File: config.mk
export PLATFORM = sky130hd
export DESIGN_NAME = mse_run_controller
export DESIGN_NICKNAME = d
export VERILOG_FILES = /design/src/rtl/mse_run_controller.sv
export SDC_FILE = /design/constraint.sdc
export NUM_CORES = 1
export LEC_CHECK = 0
export ABC_AREA = 1
export CAP_MARGIN = 15
export CELL_PAD_IN_SITES_DETAIL_PLACEMENT = 1
export CELL_PAD_IN_SITES_GLOBAL_PLACEMENT = 1
export CORE_MARGIN = 4
export CORE_UTILIZATION = 30
export DETAILED_ROUTE_END_ITERATION = 10
export HOLD_SLACK_MARGIN = 0.02
export PLACE_DENSITY = 0.75
export SLEW_MARGIN = 20
export SYNTH_ARGS = -nofsm -noshare
export SYNTH_HDL_FRONTEND = slang
export SYNTH_SLANG_ARGS = --single-unit
export TNS_END_PERCENT = 10
File: constraint.sdc
create_clock -name clk -period 5.3 [get_ports clk]
set_clock_uncertainty 0.1 [all_clocks]
set_input_delay 0.795 -clock clk [delete_from_list [all_inputs] [get_ports clk]]
set_output_delay 0.795 -clock clk [all_outputs]
set_load 0.005 [all_outputs]
File: src/rtl/mse_run_controller.sv
// Host-side run sequencer for the squared-error accumulator.
// For each batch it pulses acc_start and waits for the accumulator's result pulse.
// It then streams the captured result to the host LSB byte first over valid/ready.
// It repeats for the commanded number of batches.
// It flags a result wait that runs too long, and result pulses that arrive when none is expected.
//
// state   | meaning
// S_IDLE  | ready for a host command
// S_START | launch one accumulator run
// S_WAIT  | waiting for the result pulse, timer running
// S_SEND  | streaming captured result bytes to the host
module mse_run_controller #(
    parameter int          RES_WL   = 64,
    parameter int          RUN_WL   = 16,
    parameter int          TIMER_WL = 32,
    parameter int unsigned TIMEOUT  = 131088
) (
    input  logic              clk,
    input  logic              rstn,
    input  logic              cmd_valid,
    output logic              cmd_ready,
    input  logic [RUN_WL-1:0] cmd_runs,
    output logic              acc_start,
    input  logic              res_valid,
    input  logic [RES_WL-1:0] res_data,
    output logic              tx_valid,
    input  logic              tx_ready,
    output logic [7:0]        tx_data,
    output logic              tx_last,
    output logic              busy,
    output logic [RUN_WL-1:0] run_idx,
    output logic              done,
    output logic              err_timeout,
    output logic              err_spurious
);

    localparam int NB    = RES_WL / 8;
    localparam int BC_WL = (NB > 1) ? $clog2(NB) : 1;
    localparam logic [BC_WL-1:0]    BYTE_LAST = BC_WL'(NB - 1);
    localparam logic [TIMER_WL-1:0] TO_LAST   = TIMER_WL'(TIMEOUT - 1);

    // One-hot so that every state decode below is a single flop output.
    typedef enum logic [3:0] {
        S_IDLE  = 4'b0001,
        S_START = 4'b0010,
        S_WAIT  = 4'b0100,
        S_SEND  = 4'b1000
    } state_t;

    state_t              state_q, state_d;
    logic [RUN_WL-1:0]   runs_left_q, runs_left_d;
    logic [RUN_WL-1:0]   run_idx_q, run_idx_d;
    logic [TIMER_WL-1:0] timer_q, timer_d;
    logic [RES_WL-1:0]   shift_q, shift_d;
    logic [BC_WL-1:0]    byte_cnt_q, byte_cnt_d;
    logic                acc_start_q, acc_start_d;
    logic                done_q, done_d;
    logic                err_timeout_q, err_timeout_d;
    logic                err_spurious_q, err_spurious_d;

    // Register all state; synchronous active-low reset.
    always_ff @(posedge clk) begin
        if (!rstn) begin
            state_q        <= S_IDLE;
            runs_left_q    <= '0;
            run_idx_q      <= '0;
            timer_q        <= '0;
            shift_q        <= '0;
            byte_cnt_q     <= '0;
            acc_start_q    <= 1'b0;
            done_q         <= 1'b0;
            err_timeout_q  <= 1'b0;
            err_spurious_q <= 1'b0;
        end else begin
            state_q        <= state_d;
            runs_left_q    <= runs_left_d;
            run_idx_q      <= run_idx_d;
            timer_q        <= timer_d;
            shift_q        <= shift_d;
            byte_cnt_q     <= byte_cnt_d;
            acc_start_q    <= acc_start_d;
            done_q         <= done_d;
            err_timeout_q  <= err_timeout_d;
            err_spurious_q <= err_spurious_d;
        end
    end

    // Next-state and datapath updates; pulses default low and everything else holds.
    always_comb begin
        state_d        = state_q;
        runs_left_d    = runs_left_q;
        run_idx_d      = run_idx_q;
        timer_d        = timer_q;
        shift_d        = shift_q;
        byte_cnt_d     = byte_cnt_q;
        acc_start_d    = 1'b0;
        done_d         = 1'b0;
        err_timeout_d  = err_timeout_q;
        err_spurious_d = err_spurious_q;

        case (state_q)
            S_IDLE: begin
                if (cmd_valid) begin
                    err_timeout_d  = 1'b0;
                    err_spurious_d = 1'b0;
                    run_idx_d      = '0;
                    if (cmd_runs == '0) begin
                        done_d = 1'b1;
                    end else begin
                        runs_left_d = cmd_runs;
                        state_d     = S_START;
                    end
                end
            end
            S_START: begin
                // The start flop fires on the first WAIT cycle, aligned with timer == 0.
                acc_start_d = 1'b1;
                timer_d     = '0;
                state_d     = S_WAIT;
            end
            S_WAIT: begin
                timer_d = timer_q + TIMER_WL'(1);
                if (res_valid) begin
                    shift_d    = res_data;
                    byte_cnt_d = '0;
                    state_d    = S_SEND;
                end else if (timer_q == TO_LAST) begin
                    err_timeout_d = 1'b1;
                    done_d        = 1'b1;
                    state_d       = S_IDLE;
                end
            end
            S_SEND: begin
                if (tx_ready) begin
                    shift_d    = shift_q >> 8;
                    byte_cnt_d = byte_cnt_q + BC_WL'(1);
                    if (byte_cnt_q == BYTE_LAST) begin
                        if (runs_left_q == RUN_WL'(1)) begin
                            done_d  = 1'b1;
                            state_d = S_IDLE;
                        end else begin
                            runs_left_d = runs_left_q - RUN_WL'(1);
                            run_idx_d   = run_idx_q + RUN_WL'(1);
                            state_d     = S_START;
                        end
                    end
                end
            end
            default: state_d = S_IDLE;
        endcase

        // A result pulse outside WAIT is only flagged; the captured data is left alone.
        // This comes after the command's flag clear, so a pulse coinciding with a command still counts.
        if (res_valid && (state_q != S_WAIT)) begin
            err_spurious_d = 1'b1;
        end
    end

    assign cmd_ready    = (state_q == S_IDLE);
    assign busy         = (state_q != S_IDLE);
    assign tx_valid     = (state_q == S_SEND);
    assign tx_last      = (state_q == S_SEND) && (byte_cnt_q == BYTE_LAST);
    assign tx_data      = shift_q[7:0];
    assign acc_start    = acc_start_q;
    assign done         = done_q;
    assign run_idx      = run_idx_q;
    assign err_timeout  = err_timeout_q;
    assign err_spurious = err_spurious_q;

endmodule

## Yosys cells after proc, flatten, opt, wreduce, memory -nomap -nowiden

Index checks and enable logic that the tools add are counted.

- Output and inout port bits: 32
- Input port bits: 85
- Logic and storage cells: 88
- Bits in registers: 139

- Reductions and logical operators: 15
- Equality and inequality tests: 18
- Add/subtract/negate cells: 4
- Multiplexer cells: 41

Operators by type and width:

| operator | number |
|---|---|
| 16-bit 2-to-1 mux | 9 |
| 64-bit 2-to-1 mux | 2 |
| 64-bit case mux with 2 select lines | 1 |
| 16-bit case mux with 2 select lines | 2 |
| 32-bit case mux with 2 select lines | 1 |
| 32-bit by 1-bit adder with 32-bit output, second input constant | 1 |
| 32-bit by 18-bit equality test with 1-bit output, second input constant | 1 |
| 4-bit 2-to-1 mux | 6 |
| 16-bit by 1-bit adder with 16-bit output, second input constant | 1 |
| 16-bit by 1-bit equality test with 1-bit output, second input constant | 1 |
| 16-bit logical NOT | 1 |
| 4-bit case mux with 4 select lines | 1 |
| 16-bit by 1-bit subtractor with 16-bit output, second input constant | 1 |
| 1-bit 2-to-1 mux | 13 |
| 2-bit != test, second input constant | 6 |
| 2-bit nonzero test | 6 |
| 5-bit AND reduction | 2 |
| 3-bit 2-to-1 mux | 2 |
| 3-bit case mux with 2 select lines | 1 |
| 6-bit AND reduction | 1 |
| 4-bit by 1-bit equality test with 1-bit output, second input constant | 1 |
| 4-bit by 2-bit equality test with 1-bit output, second input constant | 1 |
| 4-bit by 3-bit equality test with 1-bit output, second input constant | 1 |
| 4-bit equality test, second input constant | 1 |
| 13 further kinds | 15 |

## Depth between registers and ports, before layout

- Depth in word-level cells: 5
- Gate-level depth with buffers: 14
- Gate-level depth less buffers: 13

## Least setup slack after synthesis

Ideal clock, no wire load.

- Path type: input port to flip-flop
- Start: in cmd_runs[2]
- End: reg runs_left_q[4]
- Buffers on the path: 1
- Slack: 3.362 ns
- Arrival time: 1.723 ns
- Library setup time: 0.116 ns
- Stages: 9
- Data required time: 5.084 ns
- Path through: nor2_1 nand2_1 nor2_1 nand3_2 inv_1 nor2_8 buf_6 a21oi_1 nor2_1

- Longest elaborated chain between the ends: 3

RTL lines:

| item | line | source |
|---|---|---|
| from (decl) | 22 | `input logic [RUN_WL-1:0] cmd_runs,` |
| 16-bit logical NOT | 107 | `if (cmd_runs == '0) begin` |
| 2-bit != test (no source line) | n/a |  |
| 6-bit AND reduction (no source line) | n/a |  |
| to (signal assigned) | 76 | `runs_left_q <= runs_left_d;` |
| to (decl) | 51 | `logic [RUN_WL-1:0] runs_left_q, runs_left_d;` |

No other way between the ends.
A chain may end at the register's enable or synchronous reset.

## Worst setup path after layout

- Start: reg state_q[2]
- End: reg shift_q[56]

- Longest elaborated chain between the ends: 3
- Elaborated cells on any way between the ends: 7

RTL lines:

| item | line | source |
|---|---|---|
| from (decl) | 50 | `state_t state_q, state_d;` |
| from (signal assigned) | 75 | `state_q <= state_d;` |
| 4-bit by 3-bit equality test with 1-bit output or 4-bit equality test (tied branches) | 101 | `case (state_q)` |
| 2-bit != test (no source line), or another cell as far along | n/a |  |
| 3-bit AND reduction (no source line) | n/a |  |
| to (signal assigned) | 79 | `shift_q <= shift_d;` |
| to (decl) | 54 | `logic [RES_WL-1:0] shift_q, shift_d;` |

Parallel ways exist; a longest one is shown, timed or not.

==> summary.txt <==
Run status
  • Outcome: finished clean

STA
  • Final-report hold violation count: 0
  • Worst-margin pin slew: 988 ps
  • Min cycle time layout: ~3200 ps
  • WHS: approximately 370 ps
  • Max frequency: roughly 0.32 GHz
  • Setup-failing EPs final: 0
  • Slew Viols, Final: 0
  • RSZ-0062 raised after global routing: false
  • Final Cycle Share: 0.595
  • Slew HR: 0.341
  • TNS Setup: 0 ps

Power and ir drop
  • LEAKAGE: 3.46 nW
  • VDD IR-drop max: approximately 0.00019 V
  • Power Density: 322 mW/mm²

Routing
  • Uppermost layer routed: met4
  • DRC viols: 0
  • WL/cell: about 15 µm
  • Vias: 7575
  • Drt pass-1 iters: 5
  • Met3 routed WL: ~770 µm
  • Routed length on met1: 10500 µm
  • Vias per std cell: between 4 and 5
  • Drt initial violations: approximately 430
  • Final wirelength: 23200 µm
  • Routed wl met2: around 12000 µm
  • Routed Antenna Nets: 0

Logic synthesis
  • Top cell type by total area after synthesis: dfxtp_1
  • Most frequent cell after synthesis: nand2_1
  • Mapped cell area: around 0.0074 mm²
  • Syn Inst Count: between 1k and 1.5k
  • Count of cell types in the netlist: 40
  • Ranking of synthesized cells by instance count: 327 x nand2_1, 147 x nor2_1, 139 x dfxtp_1
  • Post-synth EDFFs: 0
  • Syn Area/Cell: around 6.5 µm²
  • Synthesized Nets: about 1.2k
  • Register bit total from synthesis: 139
  • Ys flop type: dfxtp_1
  • Synth top area share: 0.379
  • Yosys warns: 0
  • Asr flop ratio synth: 0
  • Synth top area cells: dfxtp_1 38%, nand2_1 17%, nor2_1 7.5%
  • Sequential area share after synthesis: 0.379

Finish
  • Multi-input logic area: a little under 0.004 mm²
  • Cell area after layout: 0.00925 mm²
  • Area added between synthesis and finish: 25.9%
  • Net count, final: 1294
  • Share of layout cells above drive strength 1: 0.0600
  • Filler cells: just over 3k
  • Register Area: ~0.0028 mm²

Clocking
  • Later-pin clock latency in the skew report: around 430 ps
  • Cts repair resizes: 0
  • Clock transition at the registers of the reported paths: roughly 70 ps
  • CTS max path bufs: 2
  • TritonCTS buffer count: 17
  • Post-CTS Setup Bufs: 0
  • Clock root buffer: clkbuf_16
  • CTS tree: yes
  • Clk sinks: roughly 140
  • CTS H-tree lvls: 4
  • CTS Hold Buffers Added: 0

Global routing
  • GRT Util Overall: 0.172
  • Number of global-route vias before repair: between 7k and 8k
  • Largest net degree at the start of global routing: roughly 120
  • Initial antenna violation count: 1
  • Global-route wire length before repair: roughly 38000 µm
  • Remaining global-route overflow: 0

Floorplan
  • I/O Pins: 117
  • Die Footprint: between 0.02 and 0.03 mm²
  • Initial Utilization: 0.304
  • Core ar.: around 0.024 mm²
  • Row count: 57
  • Die X: between 150 and 200 µm
  • Die Y: 165 µm

Setup path
  • WS Path Type: reg -> reg
  • Critical Path RT: between 5000 and 6000 ps
  • Worst EP arrival: about 3300 ps
  • Critical path fanouts, max: about 110
  • Kind of end point of the critical path: register
  • CP startpoint kind: register
  • Reg2Reg Depth: 9

Hold path
  • Type of the most critical hold path: reg -> reg
  • Hold depth: 2

Place
  • Placed Area: ~0.0087 mm²
  • Final HPWL DP: around 16000 µm
  • GP Congestion: between 0.8 and 0.9
  • # port buffers: roughly 120

Flow run
  • Max cap viols: 0
## worst paths after layout
check	from	endpoint	slack [ps]
worst max-delay path	state_q[2]	shift_q[56]	2140
worst min-delay path	err_timeout	err_timeout	370
worst max register to register	state_q[2]	shift_q[56]	2140
worst min register to register	err_timeout	err_timeout	370
## placed cells by master (no fill, tap or decap), types with 7 or more instances in the layout
master and n:
a21oi_1 52, inv_1 75, nand2_1 327, a31oi_1 57, nor3_1 24, clkdlybuf4s50_1 115, dfxtp_1 139, o21ai_0 92
nand4_1 8, inv_2 7, nor2_1 147, nand3_1 68, clkbuf_16 17
## area by class of cell
class,count,share of cell area
multi-input cells,840,0.427
flip-flops and latches,139,0.301
repair buffers,122,0.130
clock buffers,17,0.0460
well taps,324,0.0438
inverters,83,0.0339
clock inverters,15,0.0187
diodes,1,0.000270
## worst max-delay path, stage by stage (launching register included)
cell and delay [ps]:
dfxtp_1 370, inv_2 70, nor2_1 90, nand2_1 330, inv_2 580, nand2_1 210
nand2_4 740, inv_2 240, nand2_1 140, a21oi_1 70
## per-layer routing
layer  vias to the layer above  global-route usage
met2                       112               0.306
met5                         -                   0
met4                         0              0.0480
met1                      3597               0.216
met3                        22              0.0277
li1                       3844                   -
## state kept, by name, indices dropped and copies added (netlist names)
signal	flops
timer_q	32
runs_left_q	16
acc_start	1
byte_cnt_q	3
state_q	4
err_timeout	1
shift_q	64
run_idx	16
done	1
err_spurious	1
## power breakdown
part           total [mW]  internal (mW)  leakage (nW)  switching (mW)
Sequential           1.15           1.09          1.12          0.0555
Combinational       0.597          0.230          2.04           0.367
Clock                1.24          0.677         0.290           0.558
Total                2.98           2.00          3.46           0.981
## cells by family (layout without fill, tap and decap cells)
| logic type | after synthesis | after routing | synth area share |
|---|---|---|---|
| compound gates | 218 | 218 | 0.163 |
| xor+xnor | 9 | 9 | 0.0107 |
| fa+ha+maj | 6 | 6 | 0.0102 |
| buf+inv | 144 | 237 | 0.0851 |
| flops | 139 | 139 | 0.379 |
| other cells | 0 | 1 | 0 |
| simple gates | 607 | 607 | 0.353 |
## metrics by stage
step	utilization	total power, mW	instances	setup slack [ps]
final	0.383	2.98	1541	2140
after global routing	0.383	3.14	1541	1780
after CTS	0.383	3.02	1540	2090
after detailed placement	0.358	1.78	1508	2000
after global placement	0.358	1.76	1508	2070
after floorplan	-	1.58	1123	3360
No activity file was read; power rests on OpenSTA's default activity.
